--- src/rtl/div_pkg.sv ---
// Shared types and constants for the sequential divider.
// FSM encoding, operation select values and default width.
package div_pkg;

  localparam int DIV_WIDTH_DEF = 32;

  localparam logic DIV_OP_QUO = 1'b1;
  localparam logic DIV_OP_REM = 1'b0;

  typedef enum logic [2:0] {
    S_IDLE = 3'd0,
    S_PREP = 3'd1,
    S_ITER = 3'd2,
    S_FIX  = 3'd3,
    S_DONE = 3'd4
  } div_state_e;

endpackage

--- src/rtl/div_step.sv ---
// One restoring radix-2 division step.
// Shift in the next dividend bit, compare, subtract.
module div_step #(
  parameter int WIDTH = 32
) (
  input  logic [WIDTH:0]   rem_i,
  input  logic [WIDTH-1:0] quo_i,
  input  logic [WIDTH-1:0] dvs_i,
  output logic [WIDTH:0]   rem_o,
  output logic [WIDTH-1:0] quo_o
);

  logic [WIDTH:0] sh;
  logic [WIDTH:0] dv;
  logic [WIDTH:0] df;
  logic           qb;
  logic           unused_msb;

  // Partial remainder stays below the divisor, so its MSB is always 0.
  assign unused_msb = rem_i[WIDTH];

  assign sh    = {rem_i[WIDTH-1:0], quo_i[WIDTH-1]};
  assign dv    = {1'b0, dvs_i};
  assign df    = sh - dv;
  assign qb    = (sh >= dv);
  assign rem_o = qb ? df : sh;
  assign quo_o = {quo_i[WIDTH-2:0], qb};

endmodule

--- src/rtl/div_seq.sv ---
// Multi-cycle restoring divider with tag, flush and
// valid/ready result handshake.
module div_seq
  import div_pkg::*;
#(
  parameter int WIDTH  = DIV_WIDTH_DEF,
  parameter int ADDR_W = 5
) (
  input  logic              clk,
  input  logic              rst,
  input  logic              div_en_in,
  output logic              div_ready,
  input  logic              div_op,
  input  logic              div_sign,
  input  logic [WIDTH-1:0]  div_sr0,
  input  logic [WIDTH-1:0]  div_sr1,
  input  logic [ADDR_W-1:0] div_addr_in,
  input  logic              div_flush,
  output logic              div_en_out,
  input  logic              div_out_ready,
  output logic [WIDTH-1:0]  div_result,
  output logic [ADDR_W-1:0] div_addr_out,
  output logic              div_dbz,
  output logic              stall_because_div
);

  localparam int CW = $clog2(WIDTH);

  div_state_e state_q, state_d;

  logic [CW-1:0]     cnt_q, cnt_d;
  logic [WIDTH:0]    rem_q, rem_d;
  logic [WIDTH-1:0]  quo_q, quo_d;
  logic [WIDTH-1:0]  dvs_q, dvs_d;
  logic [WIDTH-1:0]  dvd_q, dvd_d;
  logic              op_q, op_d;
  logic              sign_q, sign_d;
  logic              qneg_q, qneg_d;
  logic              rneg_q, rneg_d;
  logic              zero_q, zero_d;
  logic [ADDR_W-1:0] tag_q, tag_d;
  logic [WIDTH-1:0]  res_q, res_d;
  logic [ADDR_W-1:0] addr_q, addr_d;
  logic              dbzo_q, dbzo_d;

  logic [WIDTH:0]   rem_s;
  logic [WIDTH-1:0] quo_s;
  logic [WIDTH-1:0] mag0;
  logic [WIDTH-1:0] mag1;
  logic [WIDTH-1:0] qfix;
  logic [WIDTH-1:0] rfix;

  div_step #(
    .WIDTH(WIDTH)
  ) u_step (
    .rem_i(rem_q),
    .quo_i(quo_q),
    .dvs_i(dvs_q),
    .rem_o(rem_s),
    .quo_o(quo_s)
  );

  assign mag0 = (sign_q && dvd_q[WIDTH-1]) ? -dvd_q : dvd_q;
  assign mag1 = (sign_q && dvs_q[WIDTH-1]) ? -dvs_q : dvs_q;

  // Divide-by-zero results are passed through unsigned-corrected.
  assign qfix = (qneg_q && !zero_q) ? -quo_q : quo_q;
  assign rfix = (rneg_q && !zero_q) ? -rem_q[WIDTH-1:0]
                                    : rem_q[WIDTH-1:0];

  always_comb begin
    state_d = state_q;
    cnt_d   = cnt_q;
    rem_d   = rem_q;
    quo_d   = quo_q;
    dvs_d   = dvs_q;
    dvd_d   = dvd_q;
    op_d    = op_q;
    sign_d  = sign_q;
    qneg_d  = qneg_q;
    rneg_d  = rneg_q;
    zero_d  = zero_q;
    tag_d   = tag_q;
    res_d   = res_q;
    addr_d  = addr_q;
    dbzo_d  = dbzo_q;
    unique case (state_q)
      S_IDLE: begin
        if (div_en_in) begin
          op_d    = div_op;
          sign_d  = div_sign;
          dvd_d   = div_sr0;
          dvs_d   = div_sr1;
          tag_d   = div_addr_in;
          state_d = S_PREP;
        end
      end
      S_PREP: begin
        qneg_d = sign_q & (dvd_q[WIDTH-1] ^ dvs_q[WIDTH-1]);
        rneg_d = sign_q & dvd_q[WIDTH-1];
        rem_d  = '0;
        cnt_d  = CW'(WIDTH - 1);
        zero_d = (dvs_q == '0);
        if (zero_d) begin
          quo_d   = '1;
          rem_d   = {1'b0, dvd_q};
          state_d = S_FIX;
        end else begin
          quo_d   = mag0;
          dvs_d   = mag1;
          state_d = S_ITER;
        end
      end
      S_ITER: begin
        rem_d = rem_s;
        quo_d = quo_s;
        if (cnt_q == '0) begin
          state_d = S_FIX;
        end else begin
          cnt_d = cnt_q - 1'b1;
        end
      end
      S_FIX: begin
        res_d   = (op_q == DIV_OP_QUO) ? qfix : rfix;
        addr_d  = tag_q;
        dbzo_d  = zero_q;
        state_d = S_DONE;
      end
      S_DONE: begin
        if (div_out_ready) begin
          state_d = S_IDLE;
        end
      end
      default: state_d = S_IDLE;
    endcase
    // Flush beats every transition, including the DONE handshake.
    if (div_flush) begin
      state_d = S_IDLE;
    end
  end

  always_ff @(posedge clk) begin
    if (rst) begin
      state_q <= S_IDLE;
      cnt_q   <= '0;
      rem_q   <= '0;
      quo_q   <= '0;
      dvs_q   <= '0;
      dvd_q   <= '0;
      op_q    <= 1'b0;
      sign_q  <= 1'b0;
      qneg_q  <= 1'b0;
      rneg_q  <= 1'b0;
      zero_q  <= 1'b0;
      tag_q   <= '0;
      res_q   <= '0;
      addr_q  <= '0;
      dbzo_q  <= 1'b0;
    end else begin
      state_q <= state_d;
      cnt_q   <= cnt_d;
      rem_q   <= rem_d;
      quo_q   <= quo_d;
      dvs_q   <= dvs_d;
      dvd_q   <= dvd_d;
      op_q    <= op_d;
      sign_q  <= sign_d;
      qneg_q  <= qneg_d;
      rneg_q  <= rneg_d;
      zero_q  <= zero_d;
      tag_q   <= tag_d;
      res_q   <= res_d;
      addr_q  <= addr_d;
      dbzo_q  <= dbzo_d;
    end
  end

  assign div_ready         = (state_q == S_IDLE);
  assign stall_because_div = (state_q != S_IDLE);
  assign div_en_out        = (state_q == S_DONE);
  assign div_result        = res_q;
  assign div_addr_out      = addr_q;
  assign div_dbz           = dbzo_q;

endmodule

--- config.mk ---
export PLATFORM = sky130hd
export DESIGN_NAME = div_seq
export DESIGN_NICKNAME = d
export VERILOG_FILES = /design/src/rtl/div_pkg.sv /design/src/rtl/div_step.sv /design/src/rtl/div_seq.sv
export SDC_FILE = /design/constraint.sdc
export NUM_CORES = 1
export LEC_CHECK = 0
export CAP_MARGIN = 20
export CORE_MARGIN = 3
export CORE_UTILIZATION = 58
export DETAILED_ROUTE_END_ITERATION = 7
export HOLD_SLACK_MARGIN = 0.15
export PLACE_DENSITY = 0.8
export RECOVER_POWER = 50
export SKIP_LAST_GASP = 1
export SYNTH_ARGS = -nofsm -noshare
export SYNTH_HDL_FRONTEND = slang
export SYNTH_SLANG_ARGS = --single-unit
--- constraint.sdc ---
create_clock -name clk -period 4.1 [get_ports clk]
set_clock_uncertainty 0.2 [all_clocks]
set_input_delay 0.615 -clock clk [delete_from_list [all_inputs] [get_ports clk]]
set_output_delay 0.615 -clock clk [all_outputs]
set_load 0.01 [all_outputs]
==> run_results.csv <==
group,metric,value,unit
run_status,outcome,"complete, but fails checks",
run_status,failed_checks,"max-capacitance violations, max-slew violations",
pwr,power_frac_comb,19.2,%
routing,drcViolationCount,0,
clocking,holdBufCountCts,0,
timing,drv_slew,128,
worst_hold_path,min_to,"div_result[15]",
yosys,synth_fp_nets,1731,
clocking,cts_buffers,17,
setup_path,reg2reg_from,"quo_q[31]",
worst_hold_path,min-delay-start,"div_result[15]",
clocking,cts_buffer_depth,2,
timing,fin_hold_ws,251,ps
floorplanning,die_w,150,um
setup_path,rr_endpoint,"rem_q[30]",
timing,finalCriticalPeriod,3810,ps
pwr,powerDensity,331,nW/um2
yosys,yosys-top-cells-area,"dfxtp_1, a21oi_1, nand2_1, xnor2_1, ha_1",
grt,antenna_found_initial,0,
place,gp_congestion,0.985,
yosys,synth_cell_types,76,
grt,track_usage,32.7,%
final_layout,nets,1775,
grt,grt_max_degree,77,
pwr,swShare,32.5,%
worst_hold_path,min_path_cells,2,
yosys,synth.avg_cell_area,7.43,um2
worst_hold_path,hold_class,"reg -> reg",
floorplanning,coreArea,19900,um2
final_layout,antenna_cells,0,
clocking,clk_latency,450,ps
timing,finalSetupViolCount,0,
routing,vias,12400,
clocking,post_cts_buffers,0,
yosys,yosys.area.top_type,"dfxtp_1",
setup_path,worstPathMaxFanout,5,
routing,wl,37100,um
setup_path,worstPathRequired,4240,ps
setup_path,endpoint_kind,"flop",
pwr,p_leak,5.14,nW
final_layout,fill_cells,1737,
floorplanning,ios,117,
pwr,clkPwrFrac,38.1,%
timing,hold_viol_final,0,
yosys,ys_seq_area_share,30.7,%
setup_path,reg2reg_slack,290,ps
routing,firstDrtPassIters,6,
floorplanning,start_util,60.3,%
setup_path,path_class,"reg -> reg",
timing,rsz0062_at_grt,"false",
clocking,cts_max_level,4,
final_layout,drive_gt1_share,5.86,%
yosys,yosysTopAreaCellShare,30.7,%
clocking,postCtsResizedCells,0,
routing,initialDrtViolationCount,1295,
clocking,root_buffer,"clkbuf_16",
routing,drtAntennaViolNets,0,
timing,timing.slew.headroom,-53.1,%
final_layout,area_growth,15.7,%
clocking,cts.sinks,184,
setup_path,ff2ff_path_depth,13,
setup_path,worstPathArrival,3950,ps
pwr,intPower,3.10,mW
timing,fmax,263,MHz
yosys,yosys_warnings,0,
floorplanning,dieHeight,150,um
place,port_buffers,116,
yosys,syn_inst,1616,
setup_path,crit_path_start_kind,"flop",
pwr,p_switching,1.49,mW
yosys,synth_edf_count,0,
yosys,ys_ff_latch,184,
floorplanning,fp-row-count,51,
grt,overflow,0,
floorplanning,die_area,22500,um2
grt,grt_pass1_wl,59100,um
pwr,peakVddDrop,0.000289,V
routing,via_per_inst,6.40,
place,dp_hpwl,27000,um
timing,timing.setup.tns,0,ps
clocking,cts_tree,"done",
yosys,syn_area,12000,um2
flow_run,cap_violations,2,
pwr,p_seq_share,42.8,%
routing,wire_per_inst,19.1,um
clocking,clk_pin_slew,80,ps
grt,grt_pass1_vias,11400,
yosys,synth_ff_type,"dfxtp_1",
timing,worst_pin_slew,2300,ps
timing,period_share,92.9,%
yosys,synthArstFlopShare,0,%
[power by group through the flow]
stage	Clock, mW	Combinational (mW)	Sequential (mW)
2_1_floorplan	0	0.628	1.95
3_3_place_gp	0	0.855	2.00
3_5_place_dp	0	0.865	2.00
4_1_cts	1.75	0.870	1.96
5_1_grt	1.83	0.973	1.97
6_report	1.75	0.881	1.96
[metal layers]
| metal | track usage [%] | routed length (um) | vias to the layer above | share of wire [%] |
|---|---|---|---|---|
| li1 | - | - | 5930 | - |
| met1 | 44.0 | 15600 | 5786 | 42 |
| met2 | 53.0 | 17200 | 592 | 46 |
| met3 | 5.30 | 2920 | 99 | 7.9 |
| met4 | 12.1 | 1310 | 0 | 3.5 |
| met5 | 0 | 0 | - | 0 |
[worst max-delay path, cell delays in order (launching register included)]
cell and delay, ps:
dfxtp_1 410, inv_1 120, ha_1 230, inv_1 70, fa_1 190, a21o_1 150, a221oi_1 120, o41ai_1 580
o21ai_0 260, a311o_2 480, nor3_1 350, a2111oi_4 100, xnor2_1 150, a221o_1 300
[sequential cells by signal (all words and copies together) (netlist names), 3 cells and up]
| register | count |
|---|---|
| cnt_q | 5 |
| tag_q | 5 |
| dvs_q | 32 |
| state_q | 3 |
| dvd_q | 32 |
| quo_q | 32 |
| div_result | 32 |
| rem_q | 32 |
| div_addr_out | 5 |
[metrics by stage]
stage / instance area (um2) / total power [mW] / instances / util, % / setup WS [ps]
2_1_floorplan: 12000 / 2.58 / 1616 / - / 869
3_3_place_gp: 13300 / 2.85 / 1906 / 66.8 / 490
3_5_place_dp: 13300 / 2.87 / 1906 / 66.8 / 379
4_1_cts: 13900 / 4.58 / 1938 / 69.9 / 365
5_1_grt: 13900 / 4.77 / 1938 / 69.8 / 59.6
6_report: 13900 / 4.59 / 1938 / 69.8 / 291
[cell usage after synthesis (10+ instances only)]
library cell,n
o41ai_1,10
nor3_1,56
o31ai_1,17
dfxtp_1,184
xnor2_1,75
inv_1,63
nand3_1,22
or3_1,11
clkbuf_1,111
nor4_1,20
ha_1,38
nand2_1,215
nand4_1,13
a221oi_1,23
a21o_1,11
a22oi_1,59
xor2_1,37
o22ai_1,17
a31oi_1,26
nor2_1,122
o211ai_1,29
o21ai_0,71
a21oi_1,222
a211oi_1,17
[how the worst max path moves through the flow]
| stage | startpoint | end | slack (ps) | cells after the start |
|---|---|---|---|---|
| finish | quo_q[31] | rem_q[30] | 290 | 13 |
| global route | quo_q[31] | rem_q[30] | 60 | 13 |
| CTS | quo_q[31] | rem_q[30] | 360 | 13 |
| detailed placement | quo_q[31] | rem_q[30] | 380 | 13 |
| global placement | quo_q[31] | rem_q[30] | 490 | 13 |
| floorplan | quo_q[31] | rem_q[30] | 870 | 13 |
[placed cells by master, fill, tap and decap left out, types with 9 or more instances in the layout]
master and n:
a21oi_1 222, nand2_1 215, dfxtp_1 183, nor2_1 121
clkdlybuf4s50_1 77, xnor2_1 75, o21ai_0 71, inv_1 63
a22oi_1 59, nor3_1 56, ha_1 38, dlygate4sd3_1 38
xor2_1 37, o211ai_1 29, buf_4 28, a31oi_1 25
a221oi_1 23, nand3_1 22, nor4_1 20, o31ai_1 17
o22ai_1 17, a211oi_1 17, clkbuf_16 17, nand4_1 13
or3_1 11, a21o_1 11, o41ai_1 10, or4_1 9
[area by class of cell]
| class | instances | area (um2) | area share, % |
|---|---|---|---|
| Clock buffer | 17 | 425 | 3.06 |
| Clock inverter | 15 | 194 | 1.40 |
| Inverter | 63 | 236 | 1.70 |
| Multi-Input combinational cell | 1246 | 7640 | 55.0 |
| Sequential cell | 184 | 3680 | 26.5 |
| Tap cell | 265 | 332 | 2.39 |
| Timing Repair Buffer | 148 | 1380 | 9.94 |
[logic make-up (layout without fill, tap and decap cells)]
| group | count (synthesis) | in the layout | synth area share, % |
|---|---|---|---|
| AOI/OAI and AO/OA | 547 | 547 | 28.7 |
| buffers and inverters | 186 | 243 | 5.90 |
| adders and majority gates | 39 | 39 | 4.13 |
| xor gates and xnor gates | 112 | 112 | 8.17 |
| DFF | 184 | 184 | 30.7 |
| muxes | 15 | 15 | 1.33 |
| and+or+nand+nor | 533 | 533 | 21.1 |
Note: power is estimated with default switching activity, not from simulation.
